<file path="config.mk">
export PLATFORM = sky130hd
export DESIGN_NAME = alu_op_sequencer
export DESIGN_NICKNAME = d
export VERILOG_FILES = /design/src/rtl/alu_op_sequencer_pkg.sv /design/src/rtl/alu_seq_fifo.sv /design/src/rtl/alu_op_sequencer.sv
export SDC_FILE = /design/constraint.sdc
export NUM_CORES = 1
export LEC_CHECK = 0
export CAP_MARGIN = 15
export CORE_MARGIN = 2
export CORE_UTILIZATION = 45
export DETAILED_ROUTE_END_ITERATION = 10
export PLACE_DENSITY = 0.76
export SLEW_MARGIN = 20
export SYNTH_ARGS = -nofsm -noshare
export SYNTH_HDL_FRONTEND = slang
export SYNTH_SLANG_ARGS = --single-unit
export TNS_END_PERCENT = 20
</file>
<file path="constraint.sdc">
create_clock -name clk -period 3.3 [get_ports clk]
set_input_delay 0.825 -clock clk [delete_from_list [all_inputs] [get_ports clk]]
set_output_delay 0.825 -clock clk [all_outputs]
set_load 0.005 [all_outputs]
</file>
<file path="src/rtl/alu_op_sequencer_pkg.sv">
// Shared definitions for the ALU operation sequencer: ALU opcodes and FSM states.
// Used by the ALU, the sequencer and its bench.
package alu_op_sequencer_pkg;

  localparam int OPCODE_W = 3;

  typedef enum logic [OPCODE_W-1:0] {
    OP_ADDU = 3'b000,
    OP_ADDS = 3'b001,
    OP_SUBU = 3'b010,
    OP_SUBS = 3'b011,
    OP_AND  = 3'b100,
    OP_OR   = 3'b101,
    OP_XOR  = 3'b110,
    OP_SHR2 = 3'b111
  } alu_op_e;

  typedef enum logic [1:0] {
    ST_IDLE    = 2'd0,
    ST_ISSUE   = 2'd1,
    ST_CAPTURE = 2'd2,
    ST_HOLD    = 2'd3
  } seq_state_e;

endpackage

</file>
<file path="src/rtl/alu_seq_fifo.sv">
// Request FIFO for the ALU sequencer: DEPTH entries (power of two), combinational head,
// simultaneous push and pop allowed.
module alu_seq_fifo #(
  parameter int WIDTH = 35,
  parameter int DEPTH = 4
) (
  input  logic                     clk,
  input  logic                     reset,
  input  logic                     push,
  input  logic [WIDTH-1:0]         wdata,
  input  logic                     pop,
  output logic [WIDTH-1:0]         rdata,
  output logic                     full,
  output logic                     empty,
  output logic [$clog2(DEPTH):0]   count
);
  localparam int PW = $clog2(DEPTH);
  localparam logic [PW:0] FULL_CNT = (PW+1)'(DEPTH);

  logic [WIDTH-1:0] mem_q [DEPTH];
  logic [PW-1:0]    wr_ptr_q;
  logic [PW-1:0]    rd_ptr_q;
  logic [PW:0]      count_q;

  // Pointers wrap naturally because DEPTH is a power of two.
  always_ff @(posedge clk or negedge reset) begin
    if (!reset) begin
      wr_ptr_q <= '0;
      rd_ptr_q <= '0;
      count_q  <= '0;
    end else begin
      if (push) wr_ptr_q <= wr_ptr_q + 1'b1;
      if (pop)  rd_ptr_q <= rd_ptr_q + 1'b1;
      case ({push, pop})
        2'b10:   count_q <= count_q + 1'b1;
        2'b01:   count_q <= count_q - 1'b1;
        default: count_q <= count_q;
      endcase
    end
  end

  always_ff @(posedge clk) begin
    if (push) mem_q[wr_ptr_q] <= wdata;
  end

  assign rdata = mem_q[rd_ptr_q];
  assign full  = (count_q == FULL_CNT);
  assign empty = (count_q == '0);
  assign count = count_q;

endmodule

</file>
<file path="src/rtl/alu_op_sequencer.sv">
// Queues ALU requests, issues them to a downstream registered ALU and returns responses
// in order. Optional op_count output when ALU_SEQ_STATS_EN is defined.
module alu_op_sequencer
  import alu_op_sequencer_pkg::*;
#(
  parameter int NUMBITS = 16,
  parameter int DEPTH   = 4
) (
  input  logic                clk,
  input  logic                reset,
  input  logic                in_valid,
  output logic                in_ready,
  input  logic [NUMBITS-1:0]  in_a,
  input  logic [NUMBITS-1:0]  in_b,
  input  logic [OPCODE_W-1:0] in_opcode,
  output logic [NUMBITS-1:0]  alu_a,
  output logic [NUMBITS-1:0]  alu_b,
  output logic [OPCODE_W-1:0] alu_opcode,
  input  logic [NUMBITS-1:0]  alu_result,
  input  logic                alu_carryout,
  input  logic                alu_overflow,
  output logic                out_valid,
  input  logic                out_ready,
  output logic [NUMBITS-1:0]  out_result,
  output logic                out_carry,
  output logic                out_overflow,
  output logic                out_zero,
  output logic [OPCODE_W-1:0] out_opcode,
`ifdef ALU_SEQ_STATS_EN
  output logic [15:0]         op_count,
`endif
  output logic                busy
);
  localparam int ENTRY_W = 2*NUMBITS + OPCODE_W;
  localparam int CNT_W   = $clog2(DEPTH) + 1;

  seq_state_e          state_q, state_d;
  logic                push, pop, load_out;
  logic                fifo_full, fifo_empty;
  logic [CNT_W-1:0]    fifo_count;
  logic [ENTRY_W-1:0]  fifo_rdata;

  logic [NUMBITS-1:0]  alu_a_q, alu_b_q, out_result_q;
  logic [OPCODE_W-1:0] alu_opcode_q, out_opcode_q;
  logic                out_carry_q, out_overflow_q, out_zero_q;

  // in_ready depends only on reset and FIFO occupancy, never on out_ready.
  assign in_ready = reset && !fifo_full;
  assign push     = in_valid && in_ready;

  alu_seq_fifo #(.WIDTH(ENTRY_W), .DEPTH(DEPTH)) u_fifo (
    .clk   (clk),
    .reset (reset),
    .push  (push),
    .wdata ({in_opcode, in_b, in_a}),
    .pop   (pop),
    .rdata (fifo_rdata),
    .full  (fifo_full),
    .empty (fifo_empty),
    .count (fifo_count)
  );

  always_ff @(posedge clk or negedge reset) begin
    if (!reset) state_q <= ST_IDLE;
    else        state_q <= state_d;
  end

  always_comb begin
    state_d = state_q;
    case (state_q)
      ST_IDLE:    if (!fifo_empty) state_d = ST_ISSUE;
      ST_ISSUE:   state_d = ST_CAPTURE;
      ST_CAPTURE: state_d = ST_HOLD;
      ST_HOLD:    if (out_ready) state_d = fifo_empty ? ST_IDLE : ST_ISSUE;
      default:    state_d = ST_IDLE;
    endcase
  end

  // Popping from HOLD on the handshake edge gives zero-bubble back-to-back issue.
  always_comb begin
    out_valid = 1'b0;
    pop       = 1'b0;
    load_out  = 1'b0;
    case (state_q)
      ST_IDLE:    pop = !fifo_empty;
      ST_CAPTURE: load_out = 1'b1;
      ST_HOLD: begin
        out_valid = 1'b1;
        pop       = out_ready && !fifo_empty;
      end
      default: ;
    endcase
  end

  always_ff @(posedge clk or negedge reset) begin
    if (!reset) begin
      alu_a_q      <= '0;
      alu_b_q      <= '0;
      alu_opcode_q <= '0;
    end else if (pop) begin
      {alu_opcode_q, alu_b_q, alu_a_q} <= fifo_rdata;
    end
  end

  // Zero flag is derived here from the captured result, not taken from the ALU.
  always_ff @(posedge clk or negedge reset) begin
    if (!reset) begin
      out_result_q   <= '0;
      out_carry_q    <= 1'b0;
      out_overflow_q <= 1'b0;
      out_zero_q     <= 1'b0;
      out_opcode_q   <= '0;
    end else if (load_out) begin
      out_result_q   <= alu_result;
      out_carry_q    <= alu_carryout;
      out_overflow_q <= alu_overflow;
      out_zero_q     <= (alu_result == '0);
      out_opcode_q   <= alu_opcode_q;
    end
  end

`ifdef ALU_SEQ_STATS_EN
  logic [15:0] op_count_q;

  always_ff @(posedge clk or negedge reset) begin
    if (!reset)                      op_count_q <= '0;
    else if (out_valid && out_ready) op_count_q <= op_count_q + 16'd1;
  end

  assign op_count = op_count_q;
`endif

  assign alu_a        = alu_a_q;
  assign alu_b        = alu_b_q;
  assign alu_opcode   = alu_opcode_q;
  assign out_result   = out_result_q;
  assign out_carry    = out_carry_q;
  assign out_overflow = out_overflow_q;
  assign out_zero     = out_zero_q;
  assign out_opcode   = out_opcode_q;
  assign busy         = (state_q != ST_IDLE) || (fifo_count != '0);

endmodule
</file>
==> impl_metrics.toml, run 1 <==
[sta]
final.setup.tns_ns = 0
finalCritPeriodShare = 0.823
worst-slew-pin-transition_ns = 0.932
clock.fmax_mhz = 368
finalHoldViolCount = 0
fin_skew_ns = 0.0129
setup-violations-final = 0
fin_crit_ns = 2.72
rsz0062_at_grt = "no"
max_slew_margin = 0.379
slew_viol_final = 0

[logic_synthesis]
syn_avg_cell_area_um2 = 21.4
synth_flop_cell = "edfxtp_1"
syn_inst = 364
ys_warn_count = 0
synth-edff-count = 140
yosysSeqAreaShare = 0.751
syn_nets = 431
synth-async-reset-ratio = 0.320
synth_seq_cells = 206
synth_area_um2 = 7800
synth_cell_types = 32

[floorplan]
start_util = 0.455
die_width_um = 136
core_area_um2 = 17100
row_count = 48
die_h_um = 136
dieArea_um2 = 18400
ios = 117

[detailed_routing]
wl_mm = 14.0
routed_via_density = 5.21
drt-met1-wl_mm = 5.89
post_drt_wl_per_cell_um = 18.9
dr_total_vias = 3852
postRouteAntennaNets = 0
drtPass1Iterations = 4
dr_wl_met2_mm = 7.06
drt-initial-drc-count = 182
met3_length_um = 805
topRoutingLayerUsed = "met4"
drc = 0

[clock_tree]
cts_root_buf = "clkbuf_16"
cts.repair.resized = 0
cts_sinks = 206
clk_latency_ns = 0.49
cts.htree.levels = 1
clockBufferDepth = 3
cts.clk_slew.worst_paths_ns = 0.06
hold_buffers = 0
cts_tree = "yes"
cts_made_buffers = 22
postCtsSetupBuffers = 0

[worst_hold_path]
hp-class = "primary input to async pin"

[power_and_ir_drop]
intPower_w = 0.00683
p_sw_frac = 0.258
power_leakage_nw = 3.58
ir_drop_v = 0.000533
p_switching_w = 0.00237
pwr-share-clk = 0.279
combPwrFrac = 0.300
pwr_density_cell_nw_per_um2 = 914
power.share.sequential = 0.421

[global_routing]
grt_pass1_wl_mm = 22.3
grt_start_max_net_pins = 47
antenna_found_initial = 0
grt_overflow = 0
grt.total_usage = 0.158
grt_pass1_vias = 4155

[final_layout]
drive_gt1_frac = 0.283
multi_input_area_um2 = 1820
final_cell_count_no_fill = 740
final_nets = 566
seq_area_um2 = 5860
fin_util = 0.588
antenna_cells = 0
area_delta_synth_final_pct = 29.1
n_fill_cell = 1228

[placement]
hpwl_mm = 8.78
place.gp.congestion = 0.715
dpl.cell_count = 700
io_buffers = 116

[outcome]
outcome = "completed"

[critical_path]
end_kind = "output pin"
critical_path_class = "register to output pin"
worstSetupStartpointType = "register"
critPathMaxFanout = 5
crit_required_ns = 2.47
worstPathArrival_ns = 1.89

[job]
max_cap_violations = 0
-- final timing paths --
check                                                 start                        endpoint  slack (ns)  depth (start not counted)
max in group asynchronous                             reset  u_fifo.rd_ptr_q[0]$_DFFE_PN0P_        2.10                          2
worst min-delay path                                  reset  u_fifo.wr_ptr_q[1]$_DFFE_PN0P_        0.23                          1
min in group clk                   out_overflow$_DFFE_PN0N_        out_overflow$_DFFE_PN0N_        0.50                          1
worst max-delay path            u_fifo.count[1]$_DFFE_PN0P_                            busy        0.58                          3
worst min register to register     out_overflow$_DFFE_PN0N_        out_overflow$_DFFE_PN0N_        0.50                          1
worst max register to register       state_q[0]$_DFFE_PN0P_     u_fifo.count[2]$_DFFE_PN0P_        1.15                          9
-- area by class of cell --
| class | count | area share |
|---|---|---|
| clock buffers | 32 | 0.0665 |
| clock inverters | 8 | 0.0116 |
| inverters | 9 | 0.00336 |
| multi-input cells | 136 | 0.181 |
| flip-flops and latches | 206 | 0.582 |
| well taps | 225 | 0.0280 |
| repair buffers | 124 | 0.127 |
-- sequential cells by signal (all words and copies together), names as in the netlist --
register         cells
out_opcode           3
out_result          16
out_carry            1
state_q              2
out_zero             1
alu_a               16
u_fifo.rd_ptr_q      2
alu_opcode           3
u_fifo.mem_q       140
u_fifo.wr_ptr_q      2
alu_b               16
u_fifo.count         3
out_overflow         1
-- placed cells by master, fill, tap and decap left out, types with 2 or more instances in the layout --
master and n:
edfxtp_1 140, clkdlybuf4s50_1 115, dfrtp_1 64, mux2_2 58, mux4_2 35, clkbuf_16 23, inv_1 9, ha_1 9
clkbuf_8 6, buf_12 5, and2_2 4, buf_4 4, nor2_1 3, xnor2_1 3, xor2_1 3, clkinv_2 3
bufinv_16 3, clkbuf_1 3, a21oi_1 2, o31a_1 2, nor4_1 2, nor4b_1 2, dfrtp_2 2
-- cells in the mapped netlist, drive strengths merged (3+ instances only) --
library cell | count | area, um2
dfrtp | 66 | 1650
and2 | 4 | 25.0
xor2 | 3 | 26.3
inv | 9 | 33.8
nor3 | 3 | 31.3
xnor2 | 3 | 26.3
ha | 9 | 113
buf | 11 | 80.1
nor2 | 3 | 11.3
mux2 | 58 | 653
edfxtp | 140 | 4200
mux4 | 35 | 788
-- cell families after synthesis --
| logic type | after synthesis | synth area share |
|---|---|---|
| xor+xnor | 6 | 0.00674 |
| fa+ha+maj | 10 | 0.0170 |
| compound gates | 8 | 0.00803 |
| mux | 94 | 0.186 |
| simple gates | 18 | 0.0154 |
| buf+inv | 22 | 0.0156 |
| flops | 206 | 0.751 |
-- critical path, stage by stage (launching register included) --
cell             delay (ns)
dfrtp_1                0.43
nor3_2                 0.40
nand2_1                0.11
clkdlybuf4s50_1        0.46
-- routing by layer --
layer | global-route usage | up-vias
met5 | 0 | -
met4 | 0.0434 | 0
met3 | 0.0385 | 22
met2 | 0.268 | 124
met1 | 0.206 | 1988
li1 | - | 1718
-- power groups by stage --
stage / combinational (W) / clock (W) / sequential (W)
floorplan: 0.00176 / 0 / 0.00372
CTS: 0.00281 / 0.00262 / 0.00390
finish: 0.00276 / 0.00257 / 0.00387
global route: 0.00300 / 0.00274 / 0.00397
global placement: 0.00272 / 0 / 0.00390
detailed placement: 0.00280 / 0 / 0.00394
-- metrics by stage --
stage | total power, W | cell area, um2 | setup WS [ns] | hold WS [ns]
floorplan | 0.00547 | 7800 | 0.814 | 0.474
global placement | 0.00662 | 9280 | 0.638 | 0.466
detailed placement | 0.00674 | 9280 | 0.592 | 0.495
CTS | 0.00933 | 10100 | 0.553 | 0.232
global route | 0.00972 | 10100 | 0.432 | 0.241
finish | 0.00920 | 10100 | 0.584 | 0.233
(Power assumes the default switching activity.)
==> run 2, diff against run 1 <==
Settings changed: PLACE_DENSITY 0.76 to 0.79.
Clock period 3.3 ns to 2.25 ns, I/O delays scaled along.
==> impl_metrics.toml, run 2 (synthesis gave the netlist of run 1 again) <==
[outcome]
outcome = "completed"

[clock_tree]
cts_sinks = 206
clockBufferDepth = 3
cts_root_buf = "clkbuf_16"
clk_latency_ns = 0.50
hold_buffers = 0
cts.htree.levels = 1
cts_tree = "yes"
cts_made_buffers = 21
cts.clk_slew.worst_paths_ns = 0.06

[placement]
hpwl_mm = 9.29
placed_area_um2 = 9480
io_buffers = 116
place.gp.congestion = 0.698
dpl.cell_count = 711

[detailed_routing]
drc = 0
routed_via_density = 5.16
drtPass1Iterations = 4
postRouteAntennaNets = 0
post_drt_wl_per_cell_um = 19.1
dr_total_vias = 3894
drt-initial-drc-count = 188
wl_mm = 14.5

[floorplan]
start_util = 0.455
core_area_um2 = 17100
dieArea_um2 = 18400
die_width_um = 136
row_count = 48
ios = 117
die_h_um = 136

[sta]
slew_viol_final = 0
max_slew_margin = 0.421
finalCritPeriodShare = 0.897
fin_skew_ns = 0.0180
rsz0062_at_grt = "no"
setup-violations-final = 0
worst-slew-pin-transition_ns = 0.869
fin_crit_ns = 2.02
finalHoldViolCount = 0
clock.fmax_mhz = 496

[power_and_ir_drop]
ir_drop_v = 0.000707
p_switching_w = 0.00357
pwr_density_cell_nw_per_um2 = 1320
pwr-share-clk = 0.250
power_leakage_nw = 3.64
intPower_w = 0.00989
combPwrFrac = 0.337
p_sw_frac = 0.265
power.share.sequential = 0.413

[final_layout]
drive_gt1_frac = 0.319
layout_commonest_cell = "edfxtp_1"
final_area_um2 = 10200
final_cell_count_no_fill = 755
largest_reg_flops = 140
final_cell_mix = "edfxtp_1 (140), clkdlybuf4s50_1 (112), dfrtp_1 (61)"
final_nets = 581
area_delta_synth_final_pct = 30.9
regMostFlops = "u_fifo.mem_q"

[critical_path]
critPathMaxFanout = 4
worstSetupStartpointType = "register"
critical_path_class = "register to register"
crit_required_ns = 2.66
end_kind = "register"
worstPathArrival_ns = 2.43

[global_routing]
grt_start_max_net_pins = 67
antenna_found_initial = 1
grt_pass1_wl_mm = 22.8
grt_pass1_vias = 4269
grt.total_usage = 0.163
grt_overflow = 0

[worst_hold_path]
hp-class = "primary input to async pin"

[job]
max_cap_violations = 0
run 2: per-stage QoR:
step                      power (W)  setup WS (ns)  hold WS (ns)   util  TNS (ns)
after floorplan             0.00811        -0.0159         0.267      -   -0.0159
after global placement       0.0100         -0.128         0.465  0.554     -1.91
after detailed placement     0.0102         -0.141         0.497  0.554     -2.89
after CTS                    0.0137        0.00131         0.370  0.596         0
after global routing         0.0142          0.128         0.411  0.596         0
final                        0.0135          0.232         0.331  0.596         0
run 2: final timing paths:
| path | startpoint | end | slack [ns] | cells after the start |
|---|---|---|---|---|
| setup / recovery | u_fifo.count[0]$_DFFE_PN0P_ | u_fifo.count[2]$_DFFE_PN0P_ | 0.23 | 9 |
| setup reg to reg | u_fifo.count[0]$_DFFE_PN0P_ | u_fifo.count[2]$_DFFE_PN0P_ | 0.23 | 9 |
| hold / removal | reset | alu_b[10]$_DFFE_PN0P_ | 0.33 | 2 |
| max in group asynchronous | reset | u_fifo.count[1]$_DFFE_PN0P_ | 1.30 | 2 |
| hold reg to reg | out_result[7]$_DFFE_PN0N_ | out_result[7]$_DFFE_PN0N_ | 0.51 | 1 |
| min in group clk | out_result[7]$_DFFE_PN0N_ | out_result[7]$_DFFE_PN0N_ | 0.51 | 1 |
run 2: critical path, stage by stage, from the launching register on:
cell     delay [ns]
dfrtp_2        0.42
buf_4          0.16
o311a_1        0.35
inv_1          0.11
ha_4           0.14
inv_1          0.05
fa_2           0.33
xor2_1         0.15
nor2_1         0.12
xnor2_1        0.12
run 2: layout make-up:
| cell class | instances | area [um2] |
|---|---|---|
| diodes | 1 | 2.50 |
| clock buffers | 28 | 562 |
| clock inverters | 10 | 114 |
| fillers | 1241 | 6910 |
| inverters | 9 | 33.8 |
| multi-input cells | 136 | 1870 |
| flip-flops and latches | 206 | 5860 |
| well taps | 225 | 282 |
| repair buffers | 140 | 1480 |
run 2: repair_timing:
action	in CTS	in global routing
resized for setup	2	5
endpoints found under the setup margin	2	3
setup buffers	5	0
run 2: power groups by stage:
| stage | sequential, W | combinational, W | clock [W] |
|---|---|---|---|
| floorplan | 0.00546 | 0.00265 | 0 |
| global placement | 0.00561 | 0.00439 | 0 |
| CTS | 0.00557 | 0.00464 | 0.00345 |
| detailed placement | 0.00565 | 0.00452 | 0 |
| finish | 0.00556 | 0.00453 | 0.00337 |
| global route | 0.00568 | 0.00490 | 0.00358 |
run 2: layer usage:
layer / vias to the layer above / wire length [um] / track usage
li1: 1749 / - / -
met1: 1979 / 5800 / 0.198
met2: 140 / 7310 / 0.287
met3: 26 / 912 / 0.0325
met4: 0 / 436 / 0.0619
met5: - / 0 / 0
